File: config.mk
export PLATFORM = sky130hd
export DESIGN_NAME = load_unit
export DESIGN_NICKNAME = d
export VERILOG_FILES = /design/src/rtl/load_unit.sv
export SDC_FILE = /design/constraint.sdc
export NUM_CORES = 1
export LEC_CHECK = 0
export BUFFER_PORTS_ARGS = -buffer_cell sky130_fd_sc_hd__buf_2
export CAP_MARGIN = 10
export CORE_ASPECT_RATIO = 2
export CORE_MARGIN = 2
export CORE_UTILIZATION = 35
export DETAILED_ROUTE_END_ITERATION = 8
export GPL_TIMING_DRIVEN = 0
export SETUP_SLACK_MARGIN = 0.05
export SYNTH_ARGS = -nofsm -noshare
export SYNTH_HDL_FRONTEND = slang
export SYNTH_SLANG_ARGS = --single-unit
File: constraint.sdc
create_clock -name clk -period 5.6 [get_ports clk]
set_clock_uncertainty 0.05 [all_clocks]
set_input_delay 0.84 -clock clk [delete_from_list [all_inputs] [get_ports clk]]
set_output_delay 0.84 -clock clk [all_outputs]
set_load 0.1 [all_outputs]
File: src/rtl/load_unit.sv
// Sequential load unit: aligned XLEN-wide memory reads, lane select and extension.
// Define LOAD_UNIT_MISALIGN_EN to service line-crossing loads with a second read.
module load_unit #(
    parameter int XLEN  = 32,
    parameter int AW    = 32,
    parameter int TAG_W = 5
) (
    input  logic             clk,
    input  logic             rst,
    input  logic             req_valid,
    output logic             req_ready,
    input  logic [AW-1:0]    req_addr,
    input  logic [2:0]       req_op,
    input  logic [TAG_W-1:0] req_tag,
    output logic             mem_req_valid,
    input  logic             mem_req_ready,
    output logic [AW-1:0]    mem_addr,
    input  logic             mem_rsp_valid,
    input  logic [XLEN-1:0]  mem_rdata,
    output logic             rsp_valid,
    input  logic             rsp_ready,
    output logic [XLEN-1:0]  rsp_data,
    output logic [TAG_W-1:0] rsp_tag,
    output logic             rsp_err
);

    localparam int OB = XLEN / 8;
    localparam int OW = $clog2(OB);

    typedef enum logic [2:0] {
        IDLE, REQ0, WAIT0, REQ1, WAIT1, RESP
    } state_t;

    state_t state, state_n;

    logic [AW-1:0]    addr_q;
    logic [2:0]       op_q;
    logic [TAG_W-1:0] tag_q;
    logic [XLEN-1:0]  data_q;
    logic             err_q;
    logic [AW-1:0]    aligned;
    logic             illegal_in;
    logic             cross_in;
    logic             reject_in;

    function automatic logic crosses(input logic [OW-1:0] off,
                                     input logic [1:0] sz);
        logic [OW+3:0] sum;
        sum = (OW+4)'(off) + ((OW+4)'(1) << sz);
        return sum > (OW+4)'(OB);
    endfunction

    function automatic logic is_illegal(input logic [2:0] op);
        return (op == 3'b111) ||
               ((XLEN == 32) && ((op == 3'b011) || (op == 3'b110)));
    endfunction

    // Shift the two-word window down to the addressed byte, then extend
    // from the access width; lw on RV32 and ld on RV64 fill the word.
    function automatic logic [XLEN-1:0] assemble(input logic [XLEN-1:0] w0,
                                                 input logic [XLEN-1:0] w1,
                                                 input logic [OW-1:0] off,
                                                 input logic [2:0] op);
        logic [2*XLEN-1:0] cat;
        logic [XLEN-1:0]   res;
        logic              sgn;
        int                nbits;
        cat   = {w1, w0} >> {off, 3'b000};
        nbits = 8 << op[1:0];
        sgn   = !op[2] && cat[nbits-1];
        for (int i = 0; i < XLEN; i++) begin
            res[i] = (i < nbits) ? cat[i] : sgn;
        end
        return res;
    endfunction

    assign aligned    = addr_q & ~AW'(OB - 1);
    assign illegal_in = is_illegal(req_op);
    assign cross_in   = crosses(req_addr[OW-1:0], req_op[1:0]);

`ifdef LOAD_UNIT_MISALIGN_EN
    logic [XLEN-1:0] word0_q;
    logic            cross_q;
    assign cross_q   = crosses(addr_q[OW-1:0], op_q[1:0]);
    assign reject_in = illegal_in;
`else
    assign reject_in = illegal_in || cross_in;
`endif

    always_comb begin
        state_n       = state;
        req_ready     = 1'b0;
        mem_req_valid = 1'b0;
        mem_addr      = '0;
        rsp_valid     = 1'b0;
        unique case (state)
            IDLE: begin
                req_ready = 1'b1;
                if (req_valid) state_n = reject_in ? RESP : REQ0;
            end
            REQ0: begin
                mem_req_valid = 1'b1;
                mem_addr      = aligned;
                if (mem_req_ready) state_n = WAIT0;
            end
            WAIT0: begin
`ifdef LOAD_UNIT_MISALIGN_EN
                if (mem_rsp_valid) state_n = cross_q ? REQ1 : RESP;
`else
                if (mem_rsp_valid) state_n = RESP;
`endif
            end
`ifdef LOAD_UNIT_MISALIGN_EN
            REQ1: begin
                mem_req_valid = 1'b1;
                mem_addr      = aligned + AW'(OB);
                if (mem_req_ready) state_n = WAIT1;
            end
            WAIT1: begin
                if (mem_rsp_valid) state_n = RESP;
            end
`endif
            RESP: begin
                rsp_valid = 1'b1;
                if (rsp_ready) state_n = IDLE;
            end
            default: state_n = IDLE;
        endcase
    end

    always_ff @(posedge clk or posedge rst) begin
        if (rst) begin
            state  <= IDLE;
            addr_q <= '0;
            op_q   <= '0;
            tag_q  <= '0;
            data_q <= '0;
            err_q  <= 1'b0;
`ifdef LOAD_UNIT_MISALIGN_EN
            word0_q <= '0;
`endif
        end else begin
            state <= state_n;
            if (state == IDLE && req_valid) begin
                addr_q <= req_addr;
                op_q   <= req_op;
                tag_q  <= req_tag;
                data_q <= '0;
                err_q  <= reject_in;
`ifdef LOAD_UNIT_MISALIGN_EN
                word0_q <= '0;
`endif
            end
            if (state == WAIT0 && mem_rsp_valid) begin
`ifdef LOAD_UNIT_MISALIGN_EN
                word0_q <= mem_rdata;
                if (!cross_q)
                    data_q <= assemble(mem_rdata, '0, addr_q[OW-1:0], op_q);
`else
                data_q <= assemble(mem_rdata, '0, addr_q[OW-1:0], op_q);
`endif
            end
`ifdef LOAD_UNIT_MISALIGN_EN
            if (state == WAIT1 && mem_rsp_valid)
                data_q <= assemble(word0_q, mem_rdata, addr_q[OW-1:0], op_q);
`endif
        end
    end

    assign rsp_data = data_q;
    assign rsp_tag  = tag_q;
    assign rsp_err  = err_q;

endmodule

==> results of run 1 <==
[cells by family after synthesis]
family	after synthesis	share of synthesized area, %
AO/OA/AOI/OAI	94	16.61
adder cells (fa/ha/maj)	4	1.426
buffers and inverters	37	5.423
flip-flops	76	47.10
multiplexers	66	17.82
other	1	0.09288
AND/OR/NAND/NOR	78	11.53
[registers in the layout (all words and copies together), names as in the netlist]
| signal | cells |
|---|---|
| addr_q | 32 |
| op_q | 3 |
| rsp_data | 32 |
| rsp_err | 1 |
| state | 3 |
| rsp_tag | 5 |
[worst max-delay path: cells and delay by family (launching register included)]
family	cells	cell delay (ps)
AND/OR/NAND/NOR	3	760
buffers and inverters	2	770
flip-flops	1	470
[placed cells by master (no fill, tap or decap), types with 8 or more instances in the layout]
master     instances
buf_4              9
dfrtp_1           76
a22oi_1           16
nand3b_1           8
and2_1            31
inv_1              8
clkbuf_16          9
o21ai_0           24
o211ai_1          15
buf_2            153
mux2i_1           19
mux2_2            47
o21ai_1           16
nand2_1           20
a2bb2oi_1          8
[per-layer routing]
| metal | GRT usage [%] | vias up | wire length [um] |
|---|---|---|---|
| li1 | - | 1595 | - |
| met4 | 9.847 | 0 | 463 |
| met3 | 4.282 | 21 | 638 |
| met1 | 19.15 | 1619 | 4011 |
| met5 | 0 | - | 0 |
| met2 | 36.39 | 134 | 6535 |
[final timing paths]
path	start	endpoint	slack (ps)	cells past startpoint
worst min-delay path	rsp_data[0]$_DFFE_PP0P_	rsp_data[0]$_DFFE_PP0P_	440	2
min in group asynchronous	rst	addr_q[8]$_DFFE_PP0P_	500	2
worst min register to register	rsp_data[0]$_DFFE_PP0P_	rsp_data[0]$_DFFE_PP0P_	440	2
worst max-delay path	state[1]$_DFFE_PP0P_	mem_addr[2]	2360	5
worst max register to register	op_q[0]$_DFFE_PP0P_	rsp_data[28]$_DFFE_PP0P_	3170	8
max in group asynchronous	rst	rsp_data[4]$_DFFE_PP0P_	4410	3
[cell type report]
type,instances,area share [%]
Timing Repair Buffer,149,14.42
Multi-Input combinational cell,244,36.42
Clock inverter,5,0.9964
Clock buffer,10,4.531
Sequential cell,76,36.06
Inverter,9,0.6880
Tap cell,142,3.369
Buffer,28,3.511
[Yosys cell counts (2+ instances only)]
| master | instances |
|---|---|
| o211ai_1 | 15 |
| buf_6 | 5 |
| nand2b_1 | 2 |
| o21ai_0 | 24 |
| mux2_2 | 47 |
| clkbuf_2 | 2 |
| nand3b_1 | 8 |
| a22oi_1 | 16 |
| buf_2 | 5 |
| nand2_1 | 20 |
| mux2i_1 | 19 |
| o21ai_1 | 16 |
| buf_1 | 2 |
| buf_4 | 9 |
| dfrtp_1 | 76 |
| or3_1 | 3 |
| a21oi_1 | 2 |
| ha_1 | 3 |
| clkbuf_1 | 5 |
| nor2_1 | 5 |
| inv_1 | 9 |
| a2bb2oi_1 | 8 |
| and2_1 | 31 |
[metrics by stage]
step / utilization (%) / hold slack, ps / worst slack, ps
after global routing: 46.73 / 459.4 / 2158
final: 46.73 / 442.5 / 2364
after floorplan: - / 422.0 / 1896
after CTS: 46.73 / 445.6 / 2297
after global placement: 43.95 / 420.9 / 1716
after detailed placement: 44.15 / 432.7 / 2656
==> results.ini, run 1 <==
[run_status]
outcome = finished, final reports clean

[critical_path]
crit_fanout = 10
required_ps = 4710
setup.worst_path.start_class = register
cpPeakStageDelay_ps = 470
critPathCaptureType = output port
path_cells = and2b_1 > nor2b_1 > clkbuf_1 > and2_1 > buf_2
critPathKind = register to output port
critical_path_arrival_ps = 2350
slowest_stage = dfrtp_1

[routing]
antenna_left = 0
drt-initial-drc-count = 145
wl_um = 11650
drt-wirelength-per-cell_um = 17.57
drc = 0
viasPerCell = 5.081
route.vias.total = 3369
drt_first_pass_iters = 4

[synth]
ys_ff_latch = 76
synth_edf_count = 0
yosysWarningCount = 0
yosysUniqueCellTypes = 47
synth-seq-area-share_pct = 47.10
synthCells = 356
syn_area_mm2 = 0.004038
synth_async_sr_flop_share_pct = 100.0
syn_avg_cell_area_um2 = 11.34
synth_top_area_cell = dfrtp_1
synth.area.top_cells = dfrtp_1, mux2_2, and2_1
synth_ff_type = dfrtp_1
yosysTopAreaCellShare_pct = 47.10

[clocking]
clockBufferDepth = 2
cts_setup_buffers = 0
clockRootBuffer = clkbuf_16
clk_pin_slew_ps = 60
cts_buffers = 9
cts_sinks = 76
cts_tree = yes
cts-htree-levels = 3
clock_latency_ps = 330
ctsHoldBuffers = 0
cts_resized = 0

[grt]
grt_pass1_wl_um = 18400
antenna_found_initial = 0
grt_pass1_vias = 3597
grt.total_usage_pct = 19.37
grt_overflow = 0
grt_max_degree = 40

[cells_and_area]
multiInputGateArea_mm2 = 0.001921
final_area_mm2 = 0.005274
syn2layout_area_growth_pct = 30.62
seqCellArea_mm2 = 0.001902
fillers = 1101
fin_cells = 663
fin_nets = 599
n_antenna_cell = 0
drive_gt1_share_pct = 46.45

[timing]
rsz0062_at_grt = false
period_share_pct = 57.78
setup_viol = 0
fin_setup_tns_ps = 0
hold_viol_final = 0
period_needed_ps = 3236
slew_violations = 0
tightest_slew_ps = 1016
max_freq_ghz = 0.3090
slew_headroom_pct = 31.69

[place]
place.gp.congestion = 0.8658
hpwl_um = 9237
place_inst = 648
placed_area_mm2 = 0.004982
io_buffer_count = 148

[floorplan]
die_w_um = 79.95
ioPinCount = 151
die_h_um = 155.9
die_area_mm2 = 0.01246
initial_utilization_pct = 35.78
core-area_mm2 = 0.01129
num_rows = 55

[run]
drv_cap = 0

[hold_path]
hold_path_class = register to register

Power of run 1 is left out: the tool's default activity adds up to more than one toggle a clock period on the data nets, which glitch-free logic cannot reach.
==> inputs of run 2 (changes only) <==
==> constraint.sdc (replaced) <==
create_clock -name clk -period 2.7 [get_ports clk]
set_clock_uncertainty 0.05 [all_clocks]
set_input_delay 0.405 -clock clk [delete_from_list [all_inputs] [get_ports clk]]
set_output_delay 0.405 -clock clk [all_outputs]
set_load 0.1 [all_outputs]
==> run 2 against run 1 <==
  * Routed wire length fell by 4.5%
  * Worst hold slack got worse by 410 ps
  * Sequential share of layout area decreased by 1.0 points
  * Count of clock-buffer cells in the layout increased by 2
  * Global-route usage is 1.4 points lower
  * First-iteration DRC count decreased by 28%
  * Cell area is 2.9% higher
  * Register-to-register slack worse by 2900 ps
  * Critical endpoint is now mem_addr[21]
==> results.ini, run 2 (synthesis gave the netlist of run 1 again) <==
[critical_path]
crit_fanout = 10  ; unchanged
setup.worst_path.start_class = register
required_ps = 2250  ; -2460 ps
critPathCaptureType = output port
critical_path_arrival_ps = 2000  ; -350 ps
critPathKind = register to output port

[cells_and_area]
n_antenna_cell = 0  ; unchanged
final_cell_mix = buf_2, dfrtp_1, mux2_2
syn2layout_area_growth_pct = 34.46
fin_nets = 599  ; unchanged
final_common_cell = buf_2
drive_gt1_share_pct = 49.04  ; +2.6 points
final_area_mm2 = 0.005429  ; +2.9%

[grt]
grt_pass1_wl_um = 17150  ; -6.8%
grt_pass1_vias = 3465  ; -3.7%
grt.total_usage_pct = 17.97  ; -1.4 points
antenna_found_initial = 0  ; unchanged
grt_overflow = 0  ; unchanged
met1_usage_pct = 17.75  ; -1.4 points
busiest_layer = met2
grt_max_degree = 43  ; +7.5%
grtUsageMet2_pct = 33.53  ; -2.9 points
met3_usage_pct = 4.109  ; -0.17 points

[timing]
hold_ws_ps = 36.44  ; -406.0 ps
max_freq_ghz = 0.4076
slew_violations = 0  ; unchanged
tightest_slew_ps = 972.0  ; -44.09 ps
period_needed_ps = 2454
hold_viol_final = 0  ; unchanged
rsz0062_at_grt = false
setup_viol = 0  ; unchanged
slew_headroom_pct = 34.66  ; +3.0 points
period_share_pct = 90.88

[clocking]
clock_latency_ps = 330  ; about the same
cts-htree-levels = 3  ; unchanged
cts_buffers = 9  ; unchanged
clockRootBuffer = clkbuf_16
cts_sinks = 76  ; unchanged
cts_setup_buffers = 0  ; unchanged
clk_pin_slew_ps = 60  ; about the same
clockBufferDepth = 2  ; unchanged
cts_tree = yes

[hold_path]
hold_path_class = primary input to asynchronous set/reset pin

[routing]
antenna_left = 0  ; unchanged
drc = 0  ; unchanged
drt-initial-drc-count = 104  ; -28%
route.vias.total = 3364  ; -0.15%
drt_first_pass_iters = 4  ; unchanged
drt-wirelength-per-cell_um = 16.75  ; -4.7%
viasPerCell = 5.066  ; -0.30%
wl_um = 11120  ; -4.5%

[floorplan]
initial_utilization_pct = 35.78  ; unchanged
core-area_mm2 = 0.01129  ; unchanged
ioPinCount = 151  ; unchanged
die_w_um = 79.95  ; unchanged
die_area_mm2 = 0.01246  ; unchanged
num_rows = 55  ; unchanged
die_h_um = 155.9  ; unchanged

[run_status]
outcome = finished, final reports clean

[place]
io_buffer_count = 148  ; unchanged
hpwl_um = 8844  ; -4.3%
place.gp.congestion = 0.9346  ; +7.9%
placed_area_mm2 = 0.005000  ; +0.35%

[run]
drv_cap = 0  ; unchanged

==> run 2: cell types whose count changed in the layout (fill, tap and decap cells not counted), sizes merged <==
cell and delta:
clkinv -2, bufinv +2, clkinvlp -1, clkbuf +2
==> run 2: layer usage <==
layer | vias up | share of wire (%)
met5 | - | 0
met4 | 0 | 3.9
met3 | 19 | 5.6
met2 | 132 | 56
met1 | 1612 | 34
li1 | 1601 | -
==> run 2: path summary, 6_finish.rpt <==
check | start | slack [ps] | depth (start not counted) | endpoint
max in group asynchronous | rst | 1980 | 3 | rsp_err$_DFFE_PP0P_
worst max register to register | op_q[0]$_DFFE_PP0P_ | 290 | 8 | rsp_data[16]$_DFFE_PP0P_
worst min register to register | rsp_data[21]$_DFFE_PP0P_ | 440 | 2 | rsp_data[21]$_DFFE_PP0P_
worst max-delay path | state[1]$_DFFE_PP0P_ | 250 | 5 | mem_addr[21]
worst min-delay path | rst | 40 | 2 | addr_q[14]$_DFFE_PP0P_
min in group clk | rsp_ready | 230 | 2 | state[2]$_DFFE_PP0P_
==> run 2: critical path: stages, from the launching register on <==
cell and delay [ps]:
dfrtp_1 460, and2b_1 270, nor2b_2 250, clkbuf_2 230, and2_1 160, buf_4 290
==> run 2: cell type report <==
cell class / instances / area [um2]
timing repair buffer: 149 / 833.3
tap: 142 / 177.7
buffer: 28 / 188.9
multi-input combinational: 244 / 1939
clock inverter: 4 / 95.09
clock buffer: 12 / 256.5
sequential: 76 / 1902
inverter: 9 / 36.28
fill: 1109 / 5857
==> run 2: metrics by stage <==
step,setup slack (ps),utilization (%),std cells,TNS (ps)
2_1_floorplan,-66.46,-,357,-2304
3_3_place_gp,-713.8,44.10,647,-53770
3_5_place_dp,192.9,44.30,648,0
4_1_cts,77.26,48.08,664,0
5_1_grt,96.69,48.10,664,0
6_report,246.4,48.10,664,0
==> run 2: repair_timing <==
item | CTS | global route
resized for setup | 31 | 1
endpoints found under the setup margin | 29 | 30
hold buffers | 0 | 0
cloned | 0 | 0
Power of run 2 is left out for the same reason.
==> inputs of run 3 (changes only) <==
--- a/config.mk
+++ b/config.mk
@@ -10,6 +10,7 @@
 export CORE_ASPECT_RATIO = 2
 export CORE_MARGIN = 2
 export CORE_UTILIZATION = 35
+export CTS_BUF_LIST = sky130_fd_sc_hd__clkbuf_8 sky130_fd_sc_hd__clkbuf_16
 export DETAILED_ROUTE_END_ITERATION = 8
 export GPL_TIMING_DRIVEN = 0
 export SETUP_SLACK_MARGIN = 0.05
==> run 3 against run 2 <==
  * Flip-flop and latch count stayed put
  * Register-to-register slack about the same
  * Largest cell class unchanged
  * Via count about the same
  * Cell area is the same
  * First-iteration DRC count fell by 13%
  * Count of clock-buffer cells in the layout down 1
  * Non-clock buffer count is the same
  * Die area is the same
  * Critical path type unchanged
==> results.ini, run 3 (synthesis gave the netlist of run 1 again) <==
[routing]
drc = 0  ; unchanged
antenna_left = 0  ; unchanged
route.vias.total = 3361  ; -0.089%
drt_first_pass_iters = 4  ; unchanged
viasPerCell = 5.062  ; about the same
wl_um = 11120  ; about the same
drt-initial-drc-count = 91  ; -13%
drt-wirelength-per-cell_um = 16.75  ; about the same

[clocking]
cts_sinks = 76  ; unchanged
cts-htree-levels = 3  ; unchanged
ctsHoldBuffers = 0  ; unchanged
clockRootBuffer = clkbuf_16
cts_tree = yes
cts_buffers = 9  ; unchanged
clock_latency_ps = 330  ; about the same
clockBufferDepth = 2  ; unchanged
cts_setup_buffers = 0  ; unchanged
cts_resized = 31  ; unchanged
clk_pin_slew_ps = 60  ; about the same

[grt]
grt_pass1_wl_um = 17150  ; unchanged
grt_max_degree = 43  ; unchanged
grt_pass1_vias = 3465  ; unchanged
grt_overflow = 0  ; unchanged
grt.total_usage_pct = 17.97  ; unchanged
antenna_found_initial = 0  ; unchanged

[run_status]
outcome = finished, final reports clean

[floorplan]
die_w_um = 79.95  ; unchanged
num_rows = 55  ; unchanged
initial_utilization_pct = 35.78  ; unchanged
die_h_um = 155.9  ; unchanged
die_area_mm2 = 0.01246  ; unchanged
core-area_mm2 = 0.01129  ; unchanged
ioPinCount = 151  ; unchanged

[run]
drv_cap = 0  ; unchanged

[cells_and_area]
seqCellArea_mm2 = 0.001902  ; unchanged
fillers = 1109  ; unchanged
multiInputGateArea_mm2 = 0.001939  ; unchanged
fin_nets = 599  ; unchanged
final_common_cell = buf_2
syn2layout_area_growth_pct = 34.46  ; unchanged
final_cell_mix = buf_2, dfrtp_1, mux2_2
n_antenna_cell = 0  ; unchanged
final_area_mm2 = 0.005429  ; unchanged
drive_gt1_share_pct = 49.04  ; unchanged

[timing]
tightest_slew_ps = 972.1  ; +0.03767 ps
max_freq_ghz = 0.4076  ; about the same
setup_ws_ps = 246.7  ; +0.3570 ps
hold_ws_ps = 36.45  ; +0.002800 ps
period_share_pct = 90.86  ; about the same
period_needed_ps = 2453  ; -0.3570 ps
hold_viol_final = 0  ; unchanged
slew_headroom_pct = 34.66  ; about the same
setup_viol = 0  ; unchanged
slew_violations = 0  ; unchanged
rsz0062_at_grt = false

[place]
place.gp.congestion = 0.9346  ; unchanged
io_buffer_count = 148  ; unchanged
placed_area_mm2 = 0.005000  ; unchanged
place_ws_ps = 192.9  ; unchanged
hpwl_um = 8844  ; unchanged

[critical_path]
slowest_stage = dfrtp_1
setup.worst_path.start_class = register
reg2reg_slack_ps = 290  ; about the same
critPathCaptureType = output port
cpPeakStageDelay_ps = 460  ; about the same
crit_fanout = 10  ; unchanged
crit_family = simple AND/OR/NAND/NOR gates
critical_path_arrival_ps = 2000  ; about the same
required_ps = 2250  ; about the same
critPathKind = register to output port
path_cells = and2b_1 > nor2b_2 > clkbuf_2 > and2_1 > buf_4
worstPathBufferInverterCount = 2  ; unchanged

[hold_path]
hold_path_class = primary input to asynchronous set/reset pin

==> run 3: changes by cell type in the layout (fill, tap and decap cells not counted) <==
cell and change:
clkbuf_1 -1, inv_1 +1
==> run 3: final cells by class <==
type	instances	share of cell area [%]
Sequential cell	76	35.03
Clock buffer	11	4.655
Multi-Input combinational cell	244	35.72
Clock inverter	5	1.821
Buffer	28	3.480
Timing Repair Buffer	149	15.35
Tap cell	142	3.273
Inverter	9	0.6684
==> run 3: metrics by stage <==
| stage | setup TNS (ps) | cells | utilization (%) |
|---|---|---|---|
| 2_1_floorplan | -2304 | 357 | - |
| 3_3_place_gp | -53770 | 647 | 44.10 |
| 4_1_cts | 0 | 664 | 48.08 |
| 3_5_place_dp | 0 | 648 | 44.30 |
| 6_report | 0 | 664 | 48.10 |
| 5_1_grt | 0 | 664 | 48.10 |
==> run 3: routing by layer <==
layer  global-route usage, %  vias up  routed length, um  share of wire (%)
li1                        -     1601                  -                  -
met1                   17.75     1609               3809                 34
met2                   33.53      132               6251                 56
met3                   4.109       19                619                5.6
met4                   9.443        0                439                3.9
met5                       0        -                  0                  0
==> run 3: path summary, 6_finish.rpt <==
path,cells past startpoint,startpoint,end
worst max-delay path,5,state[1]$_DFFE_PP0P_,mem_addr[21]
worst min-delay path,2,rst,addr_q[14]$_DFFE_PP0P_
worst max register to register,8,op_q[0]$_DFFE_PP0P_,rsp_data[16]$_DFFE_PP0P_
worst min register to register,2,rsp_data[21]$_DFFE_PP0P_,rsp_data[21]$_DFFE_PP0P_
max in group asynchronous,3,rst,rsp_err$_DFFE_PP0P_
min in group clk,2,rsp_ready,state[2]$_DFFE_PP0P_
Power of run 3 is left out for the same reason.
